[config.mk]
export PLATFORM = sky130hd
export DESIGN_NAME = display_scan_ctrl
export DESIGN_NICKNAME = d
export VERILOG_FILES = /design/src/rtl/display_scan_ctrl.sv
export SDC_FILE = /design/constraint.sdc
export NUM_CORES = 1
export LEC_CHECK = 0
export CAP_MARGIN = 20
export CORE_MARGIN = 4
export CORE_UTILIZATION = 33
export DETAILED_ROUTE_END_ITERATION = 8
export GPL_TIMING_DRIVEN = 0
export PLACE_DENSITY = 0.64
export SLEW_MARGIN = 20
export SYNTH_ARGS = -nofsm -noshare
export SYNTH_HDL_FRONTEND = slang
export SYNTH_SLANG_ARGS = --single-unit
[constraint.sdc]
create_clock -name clk -period 5.1 [get_ports clk]
set_input_delay 0.51 -clock clk [delete_from_list [all_inputs] [get_ports clk]]
set_output_delay 0.51 -clock clk [all_outputs]
set_load 0.02 [all_outputs]
[src/rtl/display_scan_ctrl.sv]
// ---------------------------------------------------------------------------
// display_scan_ctrl
//
// Time-multiplexed scan controller for an eight-digit, common-anode,
// seven-segment display. Each 100 Hz scan_tick advances the scan by one
// digit slot. Every slot starts with a blanking gap (all anodes off) to
// kill ghosting, then drives the selected anode with the decoded segments.
// The eight digits are captured into a snapshot at the start of each frame,
// so a value that changes mid-frame never shows half old and half new.
//
// Parameters
//   BLANK_CYCLES  clk cycles of all-anodes-off at the start of a slot (1..15)
//   LZS_DEFAULT   leading-zero-suppression setting held before the first
//                 frame is captured after reset
//
// Ports
//   clk         in   1   system clock, rising edge
//   reset       in   1   synchronous, active-high reset
//   scan_tick   in   1   one-cycle slot-advance strobe
//   digits      in   32  eight BCD nibbles, bits 31:28 = leftmost digit 7
//   digit_en    in   8   per-digit enable, 0 keeps that digit dark
//   lzs_en      in   1   leading-zero-suppression enable
//   an          out  8   active-low anodes, bit i = digit i
//   seg         out  7   active-low segments {G,F,E,D,C,B,A}
//   digit_idx   out  3   current slot index
//   frame_done  out  1   one-cycle pulse when the slot index wraps 7 -> 0
// ---------------------------------------------------------------------------
module display_scan_ctrl #(
  parameter int unsigned BLANK_CYCLES = 4,
  parameter bit          LZS_DEFAULT  = 1'b1
) (
  input  logic        clk,
  input  logic        reset,
  input  logic        scan_tick,
  input  logic [31:0] digits,
  input  logic [7:0]  digit_en,
  input  logic        lzs_en,
  output logic [7:0]  an,
  output logic [6:0]  seg,
  output logic [2:0]  digit_idx,
  output logic        frame_done
);

  // -------------------------------------------------------------------------
  // Constants
  // -------------------------------------------------------------------------
  typedef enum logic [1:0] {
    S_IDLE  = 2'd0,
    S_BLANK = 2'd1,
    S_DRIVE = 2'd2
  } state_e;

  // Blank counter value at which the gap has lasted BLANK_CYCLES cycles.
  localparam logic [3:0] BLANK_LAST = 4'(BLANK_CYCLES - 1);

  localparam logic [7:0] AN_OFF  = 8'hFF;
  localparam logic [6:0] SEG_OFF = 7'h7F;

  // -------------------------------------------------------------------------
  // State
  // -------------------------------------------------------------------------
  state_e      state_q;
  logic [2:0]  idx_q;
  logic [3:0]  blank_cnt_q;
  logic [31:0] snap_q;
  // Suppression setting is captured together with the digits so one frame
  // is always rendered with one consistent rule.
  logic        lzs_q;
  logic [7:0]  an_q;
  logic [6:0]  seg_q;
  logic        frame_done_q;

  // -------------------------------------------------------------------------
  // Slot rendering: what the current slot should show while driven.
  // Derived purely from registered state (snapshot, index, latched LZS)
  // plus the live per-digit enable.
  // -------------------------------------------------------------------------
  logic [3:0]  cur_nib_d;
  logic [31:0] upper_nibs_d;
  logic        lead_zero_d;
  logic        dark_d;
  logic [6:0]  decoded_d;
  logic [7:0]  drive_an_d;
  logic [6:0]  drive_seg_d;

  assign cur_nib_d    = snap_q[{idx_q, 2'b00} +: 4];
  // Nibbles idx..7 moved down to the bottom; zero means the current digit
  // and everything to its left are zero.
  assign upper_nibs_d = snap_q >> {idx_q, 2'b00};
  // Digit 0 is exempt so that an all-zero value still shows a single "0".
  assign lead_zero_d  = lzs_q && (idx_q != 3'd0) && (upper_nibs_d == 32'd0);
  assign dark_d       = !digit_en[idx_q] || lead_zero_d;

  // NOTE: every output of a combinational block gets a default first, so
  // no path leaves it unassigned and no latch is inferred.
  always_comb begin
    decoded_d = 7'h3F;
    case (cur_nib_d)
      4'd0:    decoded_d = 7'h40;
      4'd1:    decoded_d = 7'h79;
      4'd2:    decoded_d = 7'h24;
      4'd3:    decoded_d = 7'h30;
      4'd4:    decoded_d = 7'h19;
      4'd5:    decoded_d = 7'h12;
      4'd6:    decoded_d = 7'h02;
      4'd7:    decoded_d = 7'h78;
      4'd8:    decoded_d = 7'h00;
      4'd9:    decoded_d = 7'h10;
      default: decoded_d = 7'h3F;  // non-BCD nibble shows a dash
    endcase
  end

  assign drive_an_d  = dark_d ? AN_OFF  : ~(8'b0000_0001 << idx_q);
  assign drive_seg_d = dark_d ? SEG_OFF : decoded_d;

  // -------------------------------------------------------------------------
  // Scan FSM with registered outputs.
  //
  // A tick accepted at edge N turns the anodes off at that same edge and
  // starts the blank counter at 0; the counter reaches BLANK_LAST at edge
  // N+BLANK_CYCLES-1, so the new anode is loaded at edge N+BLANK_CYCLES.
  // Ticks arriving during BLANK are dropped, not remembered.
  // -------------------------------------------------------------------------
  // NOTE: sequential state is written with non-blocking assignments only,
  // so every register samples the pre-edge values of all the others.
  always_ff @(posedge clk) begin
    if (reset) begin
      state_q      <= S_IDLE;
      idx_q        <= 3'd0;
      blank_cnt_q  <= 4'd0;
      // NOTE: the snapshot is an ordinary 32-bit register, not a memory, so
      // clearing it in reset is cheap and keeps outputs defined from reset.
      snap_q       <= 32'd0;
      lzs_q        <= LZS_DEFAULT;
      an_q         <= AN_OFF;
      seg_q        <= SEG_OFF;
      frame_done_q <= 1'b0;
    end else begin
      frame_done_q <= 1'b0;

      case (state_q)
        S_IDLE: begin
          an_q  <= AN_OFF;
          seg_q <= SEG_OFF;
          if (scan_tick) begin
            // Start of the very first frame: slot 0 with a fresh snapshot.
            idx_q       <= 3'd0;
            snap_q      <= digits;
            lzs_q       <= lzs_en;
            blank_cnt_q <= 4'd0;
            state_q     <= S_BLANK;
          end
        end

        S_BLANK: begin
          if (blank_cnt_q == BLANK_LAST) begin
            state_q <= S_DRIVE;
            an_q    <= drive_an_d;
            seg_q   <= drive_seg_d;
          end else begin
            blank_cnt_q <= blank_cnt_q + 4'd1;
            an_q        <= AN_OFF;
            seg_q       <= SEG_OFF;
          end
        end

        S_DRIVE: begin
          if (scan_tick) begin
            an_q        <= AN_OFF;
            seg_q       <= SEG_OFF;
            blank_cnt_q <= 4'd0;
            state_q     <= S_BLANK;
            idx_q       <= idx_q + 3'd1;  // 7 wraps to 0 naturally
            if (idx_q == 3'd7) begin
              // Entering slot 0 of a new frame: refresh the snapshot here
              // and nowhere else, so slots 1..7 always match slot 0.
              snap_q       <= digits;
              lzs_q        <= lzs_en;
              frame_done_q <= 1'b1;
            end
          end else begin
            // Keep tracking digit_en while the slot is lit.
            an_q  <= drive_an_d;
            seg_q <= drive_seg_d;
          end
        end

        default: begin
          state_q <= S_IDLE;
          an_q    <= AN_OFF;
          seg_q   <= SEG_OFF;
        end
      endcase
    end
  end

  assign an         = an_q;
  assign seg        = seg_q;
  assign digit_idx  = idx_q;
  assign frame_done = frame_done_q;

endmodule

==> results.md, run 1 <==
- Outcome: finished clean
- Critical path depth: 13
- Worst Hold Launch: snap_q[2]
- Fillers: 882
- Die height: 103.1 µm
- Post-Synthesis Cells: 349
- Crit-path slowest cell: mux4_2
- FMAX: 0.2581 GHz
- WHS Endpoint: snap_q[2]
- CTS Buf Count: 9
- Layout Utilization: 44.83%
- Worst Hold Depth: 2
- Drt wl/cell: 14.90 µm
- Clk sinks: 58
- Worst path max stage delay: 530 ps
- Net Count, Synth: 408
- Die ar.: 10620 µm²
- Vias per cell: 5.255
- Reg2reg start: digit_idx[1]
- Crit path cell chain: buf_6 -> buf_2 -> buf_2 -> mux4_2 -> mux2i_1 -> ha_1 -> nand3_1 -> nor4_1 -> o2111ai_2 -> nor4_2 -> o21ai_2 -> buf_6 -> o221ai_2
- Top Family by Delay on Critical Path: multiplexers
- Clock transition at path regs: 60 ps
- Least-Margin Pin Slew: 738.6 ps
- Slew margin rel.: 50.06%
- Hold-fix buffers at CTS: 0
- Synth area leaders: dfxtp_1, nand2_1, mux4_2, a21oi_1, ha_1
- CP Buf/Inv Count: 4
- First-pass GRT wire length: 13.10 mm
- Reg2reg setup slack: 1230 ps
- Tmin final: 3874 ps
- IR drop worst, VDD: 0.1377 mV
- Cell Rows: 34
- H-tree depth: 3
- DR vias: 2806
- RR Endpoint: seg[6]
- Worst R2R Path Depth: 13
- Total power: 1.439 mW
- Synth warn: 0
- Distinct cells, synth: 47
- Post-CTS sizing: 0
- Skew final: 2.209 ps
- Max Transition Viols Final: 0
- Clk root buf: clkbuf_8
- Global-route congestion overflow total: 0
- Core Box Area: 8763 µm²
- Avg Cell Area, Syn: 8.543 µm²
- Largest buffer count on any clock path: 2
- Diodes inserted: 0
- Gr usage total: 15.94%
- Worst Path Arrival: 4130 ps
- DRC viols: 0
- Cell taking the most area after synthesis: dfxtp_1
- Setup-failing EPs final: 0
- Post-CTS setup buffers: 0
- Hold slack final: 461.7 ps
- Starting density of the core: 34.02%
- Final Hold Viols: 0
- Fin crit share: 75.97%
- Layout cell share with drive strength beyond 1: 10.56%
- Largest net degree at the start of global routing: 11
- Yosys top cell area share: 38.94%
- Initial antenna violation count: 0
- P_leak: 1.459 nW
- CTS tree: done
- P&R area growth vs syn: 31.77%
- GPL Wtd Cong: 0.9195
- Crit. End Element: register
- Crit path kind: register to register
- Die width: 103.1 µm
- Cell Area, Synth: 2982 µm²
- RSZ-0062 raised after global routing: false
- Clk_lat worst skew: 340 ps
- # port buffers: 61
- Pre-antenna DRT Iters: 4
- Pwr Density: 366.3 nW/µm²
- Worst Hold Class: register to register
- DRT iter0 DRCs: 174
- Max Fanout on Critical Path: 10
- Post-DRT Antenna Nets: 0
- Critical Path RT: 5360 ps
- #FFs+latches synth: 58
- Max-Cap Viols: 0
- Register area share after synthesis: 38.94%
- Vias in the first global route: 2762
- NumNets Final: 480
- Worst setup SP type: register
- Routed wire length: 7.958 mm
- HPWL Detailed: 6.282 mm
- # IOs: 63
- Final setup TNS: 0 ps
[state kept, by name, summed over array words and instances (netlist names)]
name         cells
lzs_q            1
snap_q          32
seg              7
blank_cnt_q      4
state_q          2
frame_done       1
an               8
digit_idx        3
[stage by stage]
step           std cells  worst slack (ps)  cell area [µm²]
6_report             534              1226             3929
5_1_grt              534             931.4             3929
4_1_cts              534              1259             3929
3_5_place_dp         518              1278             3727
3_3_place_gp         518              1319             3727
2_1_floorplan        349              1621             2982
[cell usage after synthesis, drive strengths merged]
| library cell | instances |
|---|---|
| xor2 | 2 |
| a21boi | 1 |
| a41oi | 6 |
| mux4 | 10 |
| or2 | 3 |
| nor3b | 2 |
| o221ai | 1 |
| nor4 | 5 |
| a21oi | 42 |
| buf | 7 |
| a311oi | 2 |
| o22ai | 3 |
| a221oi | 2 |
| o21a | 1 |
| o21bai | 1 |
| nand2b | 1 |
| ha | 15 |
| a31oi | 9 |
| and4b | 1 |
| mux2 | 2 |
| nand3b | 1 |
| a211oi | 3 |
| a2111oi | 1 |
| o21ai | 8 |
| nand2 | 82 |
| inv | 10 |
| o22a | 1 |
| and2 | 1 |
| clkbuf | 17 |
| nor4b | 2 |
| nand4 | 3 |
| mux2i | 5 |
| o2111ai | 1 |
| nor3 | 5 |
| dfxtp | 58 |
| nand3 | 7 |
| a32oi | 1 |
| nor2 | 27 |
[report_power, final]
| part | leakage (nW) | switching, mW | internal, mW | total [mW] |
|---|---|---|---|---|
| sequential | 0.475 | 0.0445 | 0.519 | 0.564 |
| combinational | 0.878 | 0.254 | 0.204 | 0.458 |
| clock | 0.106 | 0.175 | 0.242 | 0.417 |
[metal layers]
metal,global-route usage [%],vias up,routed length (µm)
met5,0,-,0
met3,4.465,15,560
met2,25.75,89,3823
met4,5.976,0,156
met1,20.22,1319,3417
li1,-,1383,-
[cell families (layout without fill, tap and decap cells)]
logic type | count (synthesis) | after routing | synth area share [%]
xor gates and xnor gates | 2 | 2 | 0.5876
AOI/OAI and AO/OA | 83 | 83 | 18.55
and+or+nand+nor | 140 | 140 | 20.35
muxes | 17 | 17 | 10.11
adders and majority gates | 15 | 15 | 6.295
DFF | 58 | 58 | 38.94
buffers and inverters | 34 | 111 | 5.161
[placed cells by master, fill, tap and decap left out, types with 9 or more instances in the layout]
cell type        instances
ha_1                    15
a21oi_1                 42
dfxtp_1                 58
nor2_1                  27
inv_1                    9
clkbuf_1                18
mux4_2                  10
clkdlybuf4s50_1         61
nand2_1                 82
clkbuf_8                14
[worst max-delay path by stage]
stage	startpoint	to	slack, ps
2_1_floorplan	digit_idx[1]	an[6]	1620
3_3_place_gp	digit_idx[1]	seg[6]	1320
3_5_place_dp	digit_idx[1]	an[6]	1280
4_1_cts	digit_idx[1]	an[6]	1260
5_1_grt	digit_idx[1]	seg[6]	930
6_report	digit_idx[1]	seg[6]	1230
[final cells by class]
cell class / count / area, µm² / share of cell area, %
multi-input combinational: 257 / 1667 / 42.42
sequential: 58 / 1161 / 29.55
timing repair buffer: 61 / 610.6 / 15.54
clock buffer: 15 / 196.4 / 5.000
tap: 108 / 135.1 / 3.439
buffer: 24 / 116.4 / 2.962
inverter: 10 / 37.54 / 0.9554
clock inverter: 1 / 5.005 / 0.1274
[worst min-delay path: stages (launching register included)]
cell and delay, ps:
dfxtp_1 310, nand2_1 50, a21oi_1 50
Power figures use the tool's default switching activity.
==> run 2, diff against run 1 <==
- PLACE_DENSITY: 0.64 -> 0.66
- clock period: 5.1 -> 3.43 ns (I/O delays scaled with it)
==> run 2 against run 1 <==
Against the previous run:
- core utilization up 1.1 points
- critical endpoint unchanged
- total power up 64%
- worst setup slack worse by 1000 ps
- cell area up 2.4%
- sequential power up 48%
- register-to-register slack worse by 1000 ps
- clock skew up 6.7 ps
- combinational power up 51%
- non-clock buffer count down 1
- highest routed layer unchanged
- largest power group is now the clock network
==> results.md, run 2 (synthesis results as in run 1) <==
- Largest buffer count on any clock path: 2 (unchanged)
- Crit. End Element: register (unchanged)
- Post-route insts no fill: 533 (was 534)
- Largest net degree at the start of global routing: 19 (was 11)
- H-tree depth: 3 (unchanged)
- Clk root buf: clkbuf_8 (unchanged)
- Fillers: 850 (was 882)
- Vias in the first global route: 2747 (was 2762)
- Tmin final: 3231 ps (was 3874 ps)
- Worst Hold Class: input port to register (was register to register)
- Top Family by Delay on Critical Path: multiplexers (unchanged)
- Skew final: 8.880 ps (was 2.209 ps)
- Area of the multi-input gates: 1694 µm² (was 1667 µm²)
- # IOs: 63 (unchanged)
- Hold slack final: 385.4 ps (was 461.7 ps)
- Reg2reg setup slack: 200 ps (was 1230 ps)
- NumNets Final: 479 (was 480)
- Pre-CTS setup slack: -400.8 ps (was 1278 ps)
- Drt wl/cell: 14.53 µm (was 14.90 µm)
- Crit-path slowest cell: mux4_2 (unchanged)
- Setup-failing EPs final: 0 (unchanged)
- CTS Buf Count: 9 (unchanged)
- Max Fanout on Critical Path: 18 (was 10)
- Clk sinks: 58 (unchanged)
- Final Hold Viols: 0 (unchanged)
- Critical Path RT: 3680 ps (was 5360 ps)
- RSZ-0062 raised after global routing: false (unchanged)
- Crit path kind: register to register (unchanged)
- Routed wire length: 7.743 mm (was 7.958 mm)
- Die height: 103.1 µm (unchanged)
- Worst setup SP type: register (unchanged)
- Core Box Area: 8763 µm² (unchanged)
- Fin crit share: 94.20% (was 75.97%)
- Max Transition Viols Final: 0 (unchanged)
- Cell Rows: 34 (unchanged)
- Die width: 103.1 µm (unchanged)
- Cells after DPL: 518 (unchanged)
- Worst path max stage delay: 550 ps (was 530 ps)
- CTS tree: done (unchanged)
- Vias per cell: 5.163 (was 5.255)
- Hold-fix buffers at CTS: 0 (unchanged)
- Slew margin rel.: 50.20% (was 50.06%)
- Gr usage total: 15.48% (was 15.94%)
- GPL Wtd Cong: 0.9273 (was 0.9195)
- CP Buf/Inv Count: 3 (was 4)
- DRC viols: 0 (unchanged)
- Biggest register: snap_q (unchanged)
- # port buffers: 61 (unchanged)
- Pwr Density: 587.8 nW/µm² (was 366.3 nW/µm²)
- Most common cell after layout, fill and taps aside: nand2_1 (unchanged)
- Largest register FFs: 32 (unchanged)
- DR vias: 2752 (was 2806)
- P&R area growth vs syn: 34.91% (was 31.77%)
- Die ar.: 10620 µm² (unchanged)
- Global-route congestion overflow total: 0 (unchanged)
- DRT iter0 DRCs: 185 (was 174)
- Least-Margin Pin Slew: 736.6 ps (was 738.6 ps)
- Post-CTS setup buffers: 0 (unchanged)
- Outcome: finished clean (unchanged)
- Max-Cap Viols: 0 (unchanged)
- Cell Area, Placed: 3731 µm² (was 3727 µm²)
- Crit path cell chain: buf_8 -> buf_4 -> mux4_2 -> mux2i_4 -> ha_1 -> nand3_1 -> nor4_2 -> o2111ai_2 -> nor4_4 -> o21ai_2 -> buf_6 -> o221ai_2 (was buf_6 -> buf_2 -> buf_2 -> mux4_2 -> mux2i_1 -> ha_1 -> nand3_1 -> nor4_1 -> o2111ai_2 -> nor4_2 -> o21ai_2 -> buf_6 -> o221ai_2)
- FMAX: 0.3095 GHz (was 0.2581 GHz)
- Commonest non-fill, non-tap cells in the layout: nand2_1, clkdlybuf4s50_1, dfxtp_1, a21oi_1, nor2_1 (unchanged)
- Starting density of the core: 34.02% (unchanged)
- IR drop worst, VDD: 0.1807 mV (was 0.1377 mV)
- Initial antenna violation count: 0 (unchanged)
- Worst setup margin: 198.9 ps (was 1226 ps)
- Worst Path Arrival: 3480 ps (was 4130 ps)
- Diodes inserted: 0 (unchanged)
- Pre-antenna DRT Iters: 4 (unchanged)
- Cell area after layout: 4023 µm² (was 3929 µm²)
- Total power: 2.365 mW (was 1.439 mW)
- Post-DRT Antenna Nets: 0 (unchanged)
- First-pass GRT wire length: 12.72 mm (was 13.10 mm)
- Sequential cell area: 1161 µm² (unchanged)
- Clock transition at path regs: 60 ps (about the same)
- P_leak: 1.478 nW (was 1.459 nW)
- HPWL Detailed: 6.164 mm (was 6.282 mm)
- Layout cell share with drive strength beyond 1: 10.82% (was 10.56%)
- Clk_lat worst skew: 340 ps (about the same)
-- run 2: metal layers --
metal / global-route usage [%] / share of wire (%) / vias to the layer above
li1: - / - / 1376
met5: 0 / 0 / -
met4: 6.972 / 1.6 / 0
met2: 26.15 / 50 / 69
met3: 3.315 / 5.4 / 11
met1: 18.86 / 43 / 1296
-- run 2: layout make-up --
class                           instances  share of cell area (%)
Buffer                                 23                   2.924
Clock buffer                           11                   3.515
Clock inverter                          5                   3.110
Inverter                               10                  0.9331
Multi-Input combinational cell        257                   42.11
Sequential cell                        58                   28.86
Tap cell                              108                   3.359
Timing Repair Buffer                   61                   15.18
-- run 2: power breakdown --
part | internal, mW | switching [mW] | total (mW)
logic | 0.306 | 0.384 | 0.690
clock network | 0.575 | 0.263 | 0.838
registers | 0.772 | 0.0652 | 0.837
total | 1.65 | 0.712 | 2.36
-- run 2: per-stage QoR --
stage / utilization, % / setup TNS, ps
6_report: 45.90 / 0
5_1_grt: 45.90 / 0
4_1_cts: 45.69 / 0
3_5_place_dp: 42.58 / -5252
3_3_place_gp: 42.58 / -3894
2_1_floorplan: - / 0
-- run 2: what timing repair did --
item                                   in CTS  in global routing
pin swaps                                   1                  1
endpoints found under the hold margin       0                  0
setup endpoints to repair                  15                 15
resized for setup                           2                  3
-- run 2: final timing paths --
check / start / to / depth (start not counted)
worst max-delay path: digit_idx[1] / seg[6] / 12
worst min-delay path: reset / frame_done / 2
worst max register to register: digit_idx[1] / seg[6] / 12
worst min register to register: snap_q[3] / snap_q[3] / 2
==> run 3, diff against run 2 <==
- SKIP_LAST_GASP: default -> 1
==> results of run 3 <==
Final layout, timing and power as in run 2 (identical DEF).
